===== src/rtl/sepia_stream_filter.sv =====
// Sepia tone filter for a raster R/G/B pixel stream.
// Three-stage pipeline (products, sums, shift/saturate) with valid/ready flow
// control. Each pixel carries start-of-frame, end-of-line and end-of-frame tags.
module sepia_stream_filter #(
  parameter int unsigned WIDTH  = 500,
  parameter int unsigned HEIGHT = 333,
  parameter int unsigned DATA_W = 8
) (
  input  logic              HCLK,
  input  logic              HRESETn,
  input  logic              i_valid,
  output logic              i_ready,
  input  logic [DATA_W-1:0] i_r,
  input  logic [DATA_W-1:0] i_g,
  input  logic [DATA_W-1:0] i_b,
  input  logic              i_bypass,
  output logic              o_valid,
  input  logic              o_ready,
  output logic [DATA_W-1:0] o_r,
  output logic [DATA_W-1:0] o_g,
  output logic [DATA_W-1:0] o_b,
  output logic              o_sof,
  output logic              o_eol,
  output logic              o_eof
);

  localparam int unsigned PROD_W = DATA_W + 8;
  localparam int unsigned SUM_W  = DATA_W + 10;
  localparam int unsigned COL_W  = (WIDTH > 1) ? $clog2(WIDTH) : 1;
  localparam int unsigned ROW_W  = (HEIGHT > 1) ? $clog2(HEIGHT) : 1;

  // Row-major coefficient matrix: {R', G', B'} x {R, G, B}.
  localparam logic [7:0] COEF [9] = '{8'd101, 8'd197, 8'd48,
                                      8'd89,  8'd176, 8'd43,
                                      8'd70,  8'd137, 8'd34};

  logic              advance;
  logic              accept;
  logic [COL_W-1:0]  colCnt;
  logic [ROW_W-1:0]  rowCnt;
  logic              colLast;
  logic              rowLast;
  logic [DATA_W-1:0] inPix [3];
  logic [PROD_W-1:0] prod [9];

  logic              s1Valid, s1Bypass, s1Sof, s1Eol, s1Eof;
  logic [DATA_W-1:0] s1R, s1G, s1B;
  logic [PROD_W-1:0] s1Prod [9];

  logic              s2Valid, s2Bypass, s2Sof, s2Eol, s2Eof;
  logic [DATA_W-1:0] s2R, s2G, s2B;
  logic [SUM_W-1:0]  s2SumR, s2SumG, s2SumB;

  // Divide by 256 and clamp to the component range.
  function automatic logic [DATA_W-1:0] satShift(input logic [SUM_W-1:0] s);
    logic [SUM_W-9:0] sh;
    sh = s[SUM_W-1:8];
    if (|sh[SUM_W-9:DATA_W]) return '1;
    return sh[DATA_W-1:0];
  endfunction

  assign advance = !o_valid || o_ready;
  assign i_ready = advance;
  assign accept  = i_valid && advance;
  assign colLast = (colCnt == COL_W'(WIDTH - 1));
  assign rowLast = (rowCnt == ROW_W'(HEIGHT - 1));

  // Nine coefficient products from the incoming pixel.
  always_comb begin
    inPix[0] = i_r;
    inPix[1] = i_g;
    inPix[2] = i_b;
    for (int k = 0; k < 9; k++) begin
      prod[k] = PROD_W'(inPix[k % 3]) * PROD_W'(COEF[k]);
    end
  end

  // Raster position of the next accepted pixel.
  always_ff @(posedge HCLK or negedge HRESETn) begin
    if (!HRESETn) begin
      colCnt <= '0;
      rowCnt <= '0;
    end else if (accept) begin
      if (colLast) begin
        colCnt <= '0;
        rowCnt <= rowLast ? '0 : rowCnt + 1'b1;
      end else begin
        colCnt <= colCnt + 1'b1;
      end
    end
  end

  // Stage 1: register products, raw pixel and tags; bubbles get cleared tags.
  always_ff @(posedge HCLK or negedge HRESETn) begin
    if (!HRESETn) begin
      s1Valid  <= 1'b0;
      s1Bypass <= 1'b0;
      s1Sof    <= 1'b0;
      s1Eol    <= 1'b0;
      s1Eof    <= 1'b0;
      s1R      <= '0;
      s1G      <= '0;
      s1B      <= '0;
      for (int k = 0; k < 9; k++) s1Prod[k] <= '0;
    end else if (advance) begin
      s1Valid  <= accept;
      s1Bypass <= i_bypass;
      s1Sof    <= accept && (colCnt == '0) && (rowCnt == '0);
      s1Eol    <= accept && colLast;
      s1Eof    <= accept && colLast && rowLast;
      s1R      <= i_r;
      s1G      <= i_g;
      s1B      <= i_b;
      for (int k = 0; k < 9; k++) s1Prod[k] <= prod[k];
    end
  end

  // Stage 2: sum the products per output channel.
  always_ff @(posedge HCLK or negedge HRESETn) begin
    if (!HRESETn) begin
      s2Valid  <= 1'b0;
      s2Bypass <= 1'b0;
      s2Sof    <= 1'b0;
      s2Eol    <= 1'b0;
      s2Eof    <= 1'b0;
      s2R      <= '0;
      s2G      <= '0;
      s2B      <= '0;
      s2SumR   <= '0;
      s2SumG   <= '0;
      s2SumB   <= '0;
    end else if (advance) begin
      s2Valid  <= s1Valid;
      s2Bypass <= s1Bypass;
      s2Sof    <= s1Sof;
      s2Eol    <= s1Eol;
      s2Eof    <= s1Eof;
      s2R      <= s1R;
      s2G      <= s1G;
      s2B      <= s1B;
      s2SumR   <= SUM_W'(s1Prod[0]) + SUM_W'(s1Prod[1]) + SUM_W'(s1Prod[2]);
      s2SumG   <= SUM_W'(s1Prod[3]) + SUM_W'(s1Prod[4]) + SUM_W'(s1Prod[5]);
      s2SumB   <= SUM_W'(s1Prod[6]) + SUM_W'(s1Prod[7]) + SUM_W'(s1Prod[8]);
    end
  end

  // Stage 3: output register, shift/saturate or pass the original pixel.
  always_ff @(posedge HCLK or negedge HRESETn) begin
    if (!HRESETn) begin
      o_valid <= 1'b0;
      o_sof   <= 1'b0;
      o_eol   <= 1'b0;
      o_eof   <= 1'b0;
      o_r     <= '0;
      o_g     <= '0;
      o_b     <= '0;
    end else if (advance) begin
      o_valid <= s2Valid;
      o_sof   <= s2Sof;
      o_eol   <= s2Eol;
      o_eof   <= s2Eof;
      o_r     <= s2Bypass ? s2R : satShift(s2SumR);
      o_g     <= s2Bypass ? s2G : satShift(s2SumG);
      o_b     <= s2Bypass ? s2B : satShift(s2SumB);
    end
  end

endmodule

===== config.mk =====
export PLATFORM = sky130hd
export DESIGN_NAME = sepia_stream_filter
export DESIGN_NICKNAME = d
export VERILOG_FILES = /design/src/rtl/sepia_stream_filter.sv
export SDC_FILE = /design/constraint.sdc
export NUM_CORES = 1
export LEC_CHECK = 0
export BUFFER_PORTS_ARGS = -buffer_cell sky130_fd_sc_hd__buf_2
export CAP_MARGIN = 10
export CORE_AREA = 2 2 165 167
export DETAILED_ROUTE_END_ITERATION = 6
export DIE_AREA = 0 0 167 169
export GPL_ROUTABILITY_DRIVEN = 0
export GPL_TIMING_DRIVEN = 0
export PLACE_DENSITY_LB_ADDON = 0.25
export SYNTH_ARGS = -nofsm -noshare
export SYNTH_HDL_FRONTEND = slang
export SYNTH_SLANG_ARGS = --single-unit

===== constraint.sdc =====
create_clock -name HCLK -period 4 [get_ports HCLK]
set_clock_uncertainty 0.1 [all_clocks]
set_input_delay 0.2 -clock HCLK [delete_from_list [all_inputs] [get_ports HCLK]]
set_output_delay 0.2 -clock HCLK [all_outputs]
set_load 0.05 [all_outputs]

==> metrics, run 1 <==
Core ar. roughly 0.027 mm^2; CP Launch Type input pin; Syn-to-layout area delta 12.1%; ys flop type dfrtp_1; Ant. Diodes 0; Layout Utilization 0.704; Vias/cell approximately 5.9; Reg area 0.00591 mm^2; Distinct cells, synth 57; DRC Markers 0; fin. max-slew vios 0; nets@finish between 2000 and 2500; most area-consuming cells after synthesis dfrtp_1 (35%), ha_1 (21%), fa_1 (8.4%), nand2_1 (6.8%), inv_1 (3.9%); yosys warns 0; Die Y 169 um; share of cells above drive strength 1 0.0683; Starting DRT DRC Count between 900 and 1000; leakage power 9.44 nW; CTS H-tree lvls 1; Mean Syn Cell Area between 9 and 10 um^2; CTS Sinks 236; Tmin final around 3.8 ns; final setup vio count 0; sw frac 0.454; number of synthesized register bits between 200 and 250; I/O pin total 58; Setup crit end kind flop; Period Utilization, post-route 0.960; Clock power frac 0.177; global-route wire length before repair 70.5 mm; vias in the first global route between 10000 and 15000; CTS max path bufs 3; fillers around 2000; Max Cap Viol 0; placed wire-length estimate approximately 34 mm; logic gate share of total power 0.543; die area 0.0282 mm^2; Routed Antenna Nets 0; IO Port Bufs 57; Post-Synth Adder-Cell Area 0.293; critical path required time between 4 and 5 ns; DP Cell Count roughly 2200; cell area power density just under 800 mW/mm^2; mux share of post-synthesis cell area 0.00135; Worst IR Drop VDD between 0.6 and 0.7 mV; XOR/XNOR Fraction of Synth Area 0.0431; Post-synth EDFFs 0; cell taking the most area after synthesis dfrtp_1; ys async rst share 1.00; Post-synth top cells nand2_1 (303), ha_1 (278), dfrtp_1 (236); Hold Worst Slack ~0.041 ns; detailed-route via count 13200; main combinational cell family by area after synthesis adder cells; mapped cell area 0.0166 mm^2; Post-Synth Simple-Gate Area 0.124; worst-path fanout max 8; register area share after synthesis 0.355; Non-Filler Instances 2230; Max-slew headroom 0.397; CTS buffer count 26; clock slew at reported path FFs 0.06 ns; Rows 60; antenna violations before repair 1; largest net degree at the start of global routing 96; critical path arrival around 4.1 ns; number of hold violations in the final report 0; TritonCTS clock tree yes; P_int 0.00792 W; area share of the largest cell type after synthesis 0.355; Max Freq 260 MHz; Post-Synthesis Cells between 1500 and 2000; Flop pwr share 0.280; Min-Delay Path Class input pin to flop; All-Layer GR Usage 0.320; Slew @ Worst Pin 0.904 ns; count leader, synth nand2_1; die width 167 um; Psw around 0.0066 W; Worst-Skew Late Latency 0.55 ns; type of the worst setup path input pin to flop; outcome completed; final WL approximately 44 mm; GRT overflow 0; post-synthesis compound-gate area fraction 0.132; DR WL/cell 19.7 um; footprint of the multi-input gates 0.00994 mm^2; Mapped Nets approximately 2100; Clock Tree Root clkbuf_16; Initial DRT Pass Iterations 5; Starting Density 0.628
power by group through the flow:
| stage | sequential (W) | combinational (W) | clock [W] |
|---|---|---|---|
| after floorplan | 0.00427 | 0.00514 | 0 |
| after global placement | 0.00406 | 0.00729 | 0 |
| after detailed placement | 0.00409 | 0.00758 | 0 |
| after CTS | 0.00405 | 0.00771 | 0.00258 |
| after global routing | 0.00416 | 0.00876 | 0.00267 |
| final | 0.00407 | 0.00788 | 0.00257 |
state kept, by name (all words and copies together), names as in the netlist, 9 cells and up:
register and cells:
colCnt 9, s2SumG 9, s1Prod 105, s2SumB 9, rowCnt 9, s2SumR 9
per-layer routing:
layer  vias up  track usage  share of wire
li1       6158            -              -
met1      6396        0.411           0.40
met2       517        0.532           0.47
met3       124       0.0566          0.081
met4         0        0.147          0.051
met5         -            0              0
cell families (layout without fill, tap and decap cells):
| group | after synthesis | after routing |
|---|---|---|
| XOR/XNOR | 82 | 82 |
| buffers and inverters | 230 | 360 |
| AO/OA/AOI/OAI | 363 | 363 |
| multiplexers | 2 | 2 |
| AND/OR/NAND/NOR | 498 | 498 |
| flip-flops | 236 | 236 |
| adder cells (fa/ha/maj) | 348 | 348 |
path summary, 6_finish.rpt:
check	startpoint	slack (ns)	endpoint	depth (start not counted)
setup / recovery	i_r[3]	0.16	s1Prod[93]	16
hold / removal	i_g[0]	0.04	s1Prod[19]	4
setup reg to reg	s1G[0]	0.62	s2SumG[14]	12
hold reg to reg	s1B[5]	0.36	s1B[5]	2
max in group asynchronous	HRESETn	2.90	s1Prod[50]	3
min in group asynchronous	HRESETn	0.07	o_b[1]	2
stage by stage:
step           TNS [ns]  total power [W]  instance area [um^2]  worst slack [ns]
2_1_floorplan         0          0.00941                 16600             0.549
3_3_place_gp    -327.07           0.0113                 17400             -1.40
3_5_place_dp   -0.00699           0.0117                 17400          -0.00699
4_1_cts               0           0.0143                 18600            0.0653
5_1_grt         -0.0309           0.0156                 18700           -0.0309
6_report              0           0.0145                 18700             0.159
area by class of cell:
class,instances,area share
multi-input combinational,1293,0.533
sequential,236,0.316
clock buffer,40,0.0430
inverter,176,0.0354
timing repair buffer,82,0.0314
tap,341,0.0229
buffer,54,0.0109
clock inverter,8,0.00697
critical path: stages:
cell and delay [ns]:
dlygate4sd3_1 0.54, buf_4 0.20, ha_4 0.29, fa_1 0.41
ha_1 0.29, inv_1 0.05, fa_1 0.51, inv_1 0.04
ha_1 0.32, inv_1 0.09, o21ai_1 0.08, a21oi_1 0.29
o21ai_1 0.11, a31oi_1 0.21, xor2_1 0.40, o21ai_1 0.10
placed cells by master, fill, tap and decap left out, types with 28 or more instances in the layout:
cell,n
a21oi_1,100
buf_2,54
ha_1,275
clkbuf_1,49
dfrtp_1,236
o21ai_0,73
xnor2_1,42
o21ai_1,51
xor2_1,40
o31ai_1,28
fa_1,69
inv_1,174
nand2_1,303
nor2_1,106
timing repair:
action,in CTS,in global routing
resized for setup,0,17
hold buffers,22,0
endpoints found under the setup margin,0,8
hold endpoints to repair,232,0
setup buffers,0,1
No activity file was read; power rests on OpenSTA's default activity.
==> run 2, diff against run 1 <==
--- a/config.mk
+++ b/config.mk
@@ -8,6 +8,7 @@
 export BUFFER_PORTS_ARGS = -buffer_cell sky130_fd_sc_hd__buf_2
 export CAP_MARGIN = 10
 export CORE_AREA = 2 2 165 167
+export CTS_BUF_LIST = sky130_fd_sc_hd__clkbuf_16
 export DETAILED_ROUTE_END_ITERATION = 6
 export DIE_AREA = 0 0 167 169
 export GPL_ROUTABILITY_DRIVEN = 0
==> run 2 against run 1 <==
Net effect: fmax up 0.33%; die area stayed put; sequential share of layout area is 0.17 points higher; critical path depth up 1; worst setup slack better by 0.013 ns; clock-buffer cell count shrank 14; first-iteration DRC count shrank 1.8%; design area fell by 0.54%; combinational power about the same; flip-flop and latch count unchanged; sequential power barely moved; critical endpoint is now s1Prod[141]; largest cell class unchanged; highest routed layer unchanged.
==> metrics, run 2 (same netlist as run 1, synthesis figures left out) <==
critical path's largest stage delay about 0.56 ns; I/O pin total 58; GRT overflow 0; crit path buf inv count 6; global-route wire length before repair around 70 mm; placed wire-length estimate roughly 34 mm; antenna violations before repair 1; type of the worst setup path input pin to flop; Hold Worst Slack 0.0325 ns; Max Freq 261 MHz; Routed Antenna Nets 0; Starting Density 0.628; Setup crit end kind flop; Top cell by count, worst path inv_1; IO Port Bufs 57; clock slew at reported path FFs 0.06 ns; FF-to-FF Start s1G[0]; crit path cell chain dlygate4sd3_1 -> buf_4 -> ha_1 -> inv_1 -> fa_2 -> inv_1 -> ha_1 -> inv_1 -> fa_1 -> inv_1 -> ha_4 -> a21boi_1 -> o21ai_2 -> a21oi_2 -> o211a_1 -> o21a_1 -> o31ai_2; Starting DRT DRC Count 942; TritonCTS clock tree yes; CTS Sinks 236; Min-Delay Path Class input pin to flop; die width 167 um; All-Layer GR Usage 0.319; Period Utilization, post-route 0.957; hold depth 4; placed instance area approximately 0.017 mm^2; Max Cap Viol 0; number of hold violations in the final report 0; largest net degree at the start of global routing 96; Slowest-stage cell, CP fa_2; die area 0.0282 mm^2; DRC Markers 0; DR WL/cell 19.6 um; CTS max path bufs 3; Ant. Diodes 0; worst reg2reg path depth 12; critical path arrival around 4.2 ns; CTS H-tree lvls 1; Reg with most FFs s1Prod; Worst R2R Setup Slack 0.63 ns; Hold Startpoint i_g[0]; share of cells above drive strength 1 0.0630; Reg2Reg Capture Point s2SumG[14]; Layout Utilization 0.700; cell area power density ~770 mW/mm^2; leakage power approximately 9.4 nW; Worst-Skew Late Latency 0.54 ns; Finished Cell Area 0.0186 mm^2; Die Y 169 um; Rows 60; detailed-route via count 13100; critical path required time 4.34 ns; Max-slew headroom 0.400; final WL 43.8 mm; commonest non-fill, non-tap cell in the layout nand2_1; Vias/cell 5.87; Worst IR Drop VDD roughly 0.67 mV; max reg flops 105; Slew @ Worst Pin approximately 0.9 ns; Worst Hold Path EP s1Prod[19]; worst-path fanout max 6; CP Launch Type input pin; Tmin final 3.83 ns; vias in the first global route ~13000; TNS Setup 0 ns; fin. max-slew vios 0; Initial DRT Pass Iterations 6; Core ar. 0.0265 mm^2; nets@finish 2246; Clock Tree Root clkbuf_16; outcome completed; Syn-to-layout area delta 11.5%; kind of cell adding the most delay to the critical path adder cells; most frequent cells in the layout nand2_1 (303), ha_1 (275), dfrtp_1 (236); final setup vio count 0; CTS buffer count 26
-- run 2: cell types whose count changed in the layout (fill, tap and decap cells not counted), sizes merged --
cell,before,now
clkbuf,85,71
inv,177,181
clkinv,4,14
-- run 2: repair_timing --
action | in CTS | in global routing
resized for setup | 0 | 17
setup buffers | 0 | 1
endpoints found under the hold margin | 237 | 0
setup endpoints to repair | 0 | 8
hold buffers | 22 | 0
-- run 2: report_power, final --
group          internal [W]  total (W)  switching (W)
combinational       0.00303    0.00786        0.00483
clock               0.00137    0.00236       0.000987
sequential          0.00332    0.00407       0.000747
total               0.00772     0.0143        0.00657
-- run 2: final cells by class --
class                      instances  area [um^2]
multi-input combinational       1293         9940
fill                            2021         7940
sequential                       236         5910
inverter                         176          661
clock buffer                      26          651
timing repair buffer              82          586
tap                              341          427
buffer                            54          204
clock inverter                    22          183
-- run 2: how the worst max path moves through the flow --
stage               startpoint          end  slack [ns]  cells past startpoint
detailed placement      i_g[7]  s1Prod[127]      -0.007                     14
global route            i_r[0]  s1Prod[141]       -0.03                     17
global placement       HRESETn   s1Prod[92]       -1.40                      1
CTS                     i_g[3]  s1Prod[127]        0.07                     16
floorplan               i_r[1]  s1Prod[141]        0.55                     15
finish                  i_r[2]  s1Prod[141]        0.17                     17
-- run 2: per-stage QoR --
step	setup slack [ns]	power [W]	std cells
after floorplan	0.549	0.00941	1759
after global placement	-1.40	0.0113	2157
after detailed placement	-0.00699	0.0117	2159
after CTS	0.0693	0.0141	2229
after global routing	-0.0305	0.0154	2230
final	0.172	0.0143	2230
-- run 2: per-layer routing --
metal  GRT usage  share of wire
met1       0.413           0.41
met2       0.533           0.47
met3      0.0517          0.071
met4       0.139          0.047
met5           0              0
-- run 2: worst reg2reg max path: stages, from the launching register on --
cell	delay, ns
dfrtp_1	0.36
inv_1	0.12
fa_1	0.57
inv_1	0.06
ha_1	0.28
o21a_1	0.18
o21ai_1	0.20
o31ai_2	0.14
o41ai_4	0.31
o21ai_2	0.11
a21o_1	0.24
xnor2_1	0.43
a21oi_1	0.13
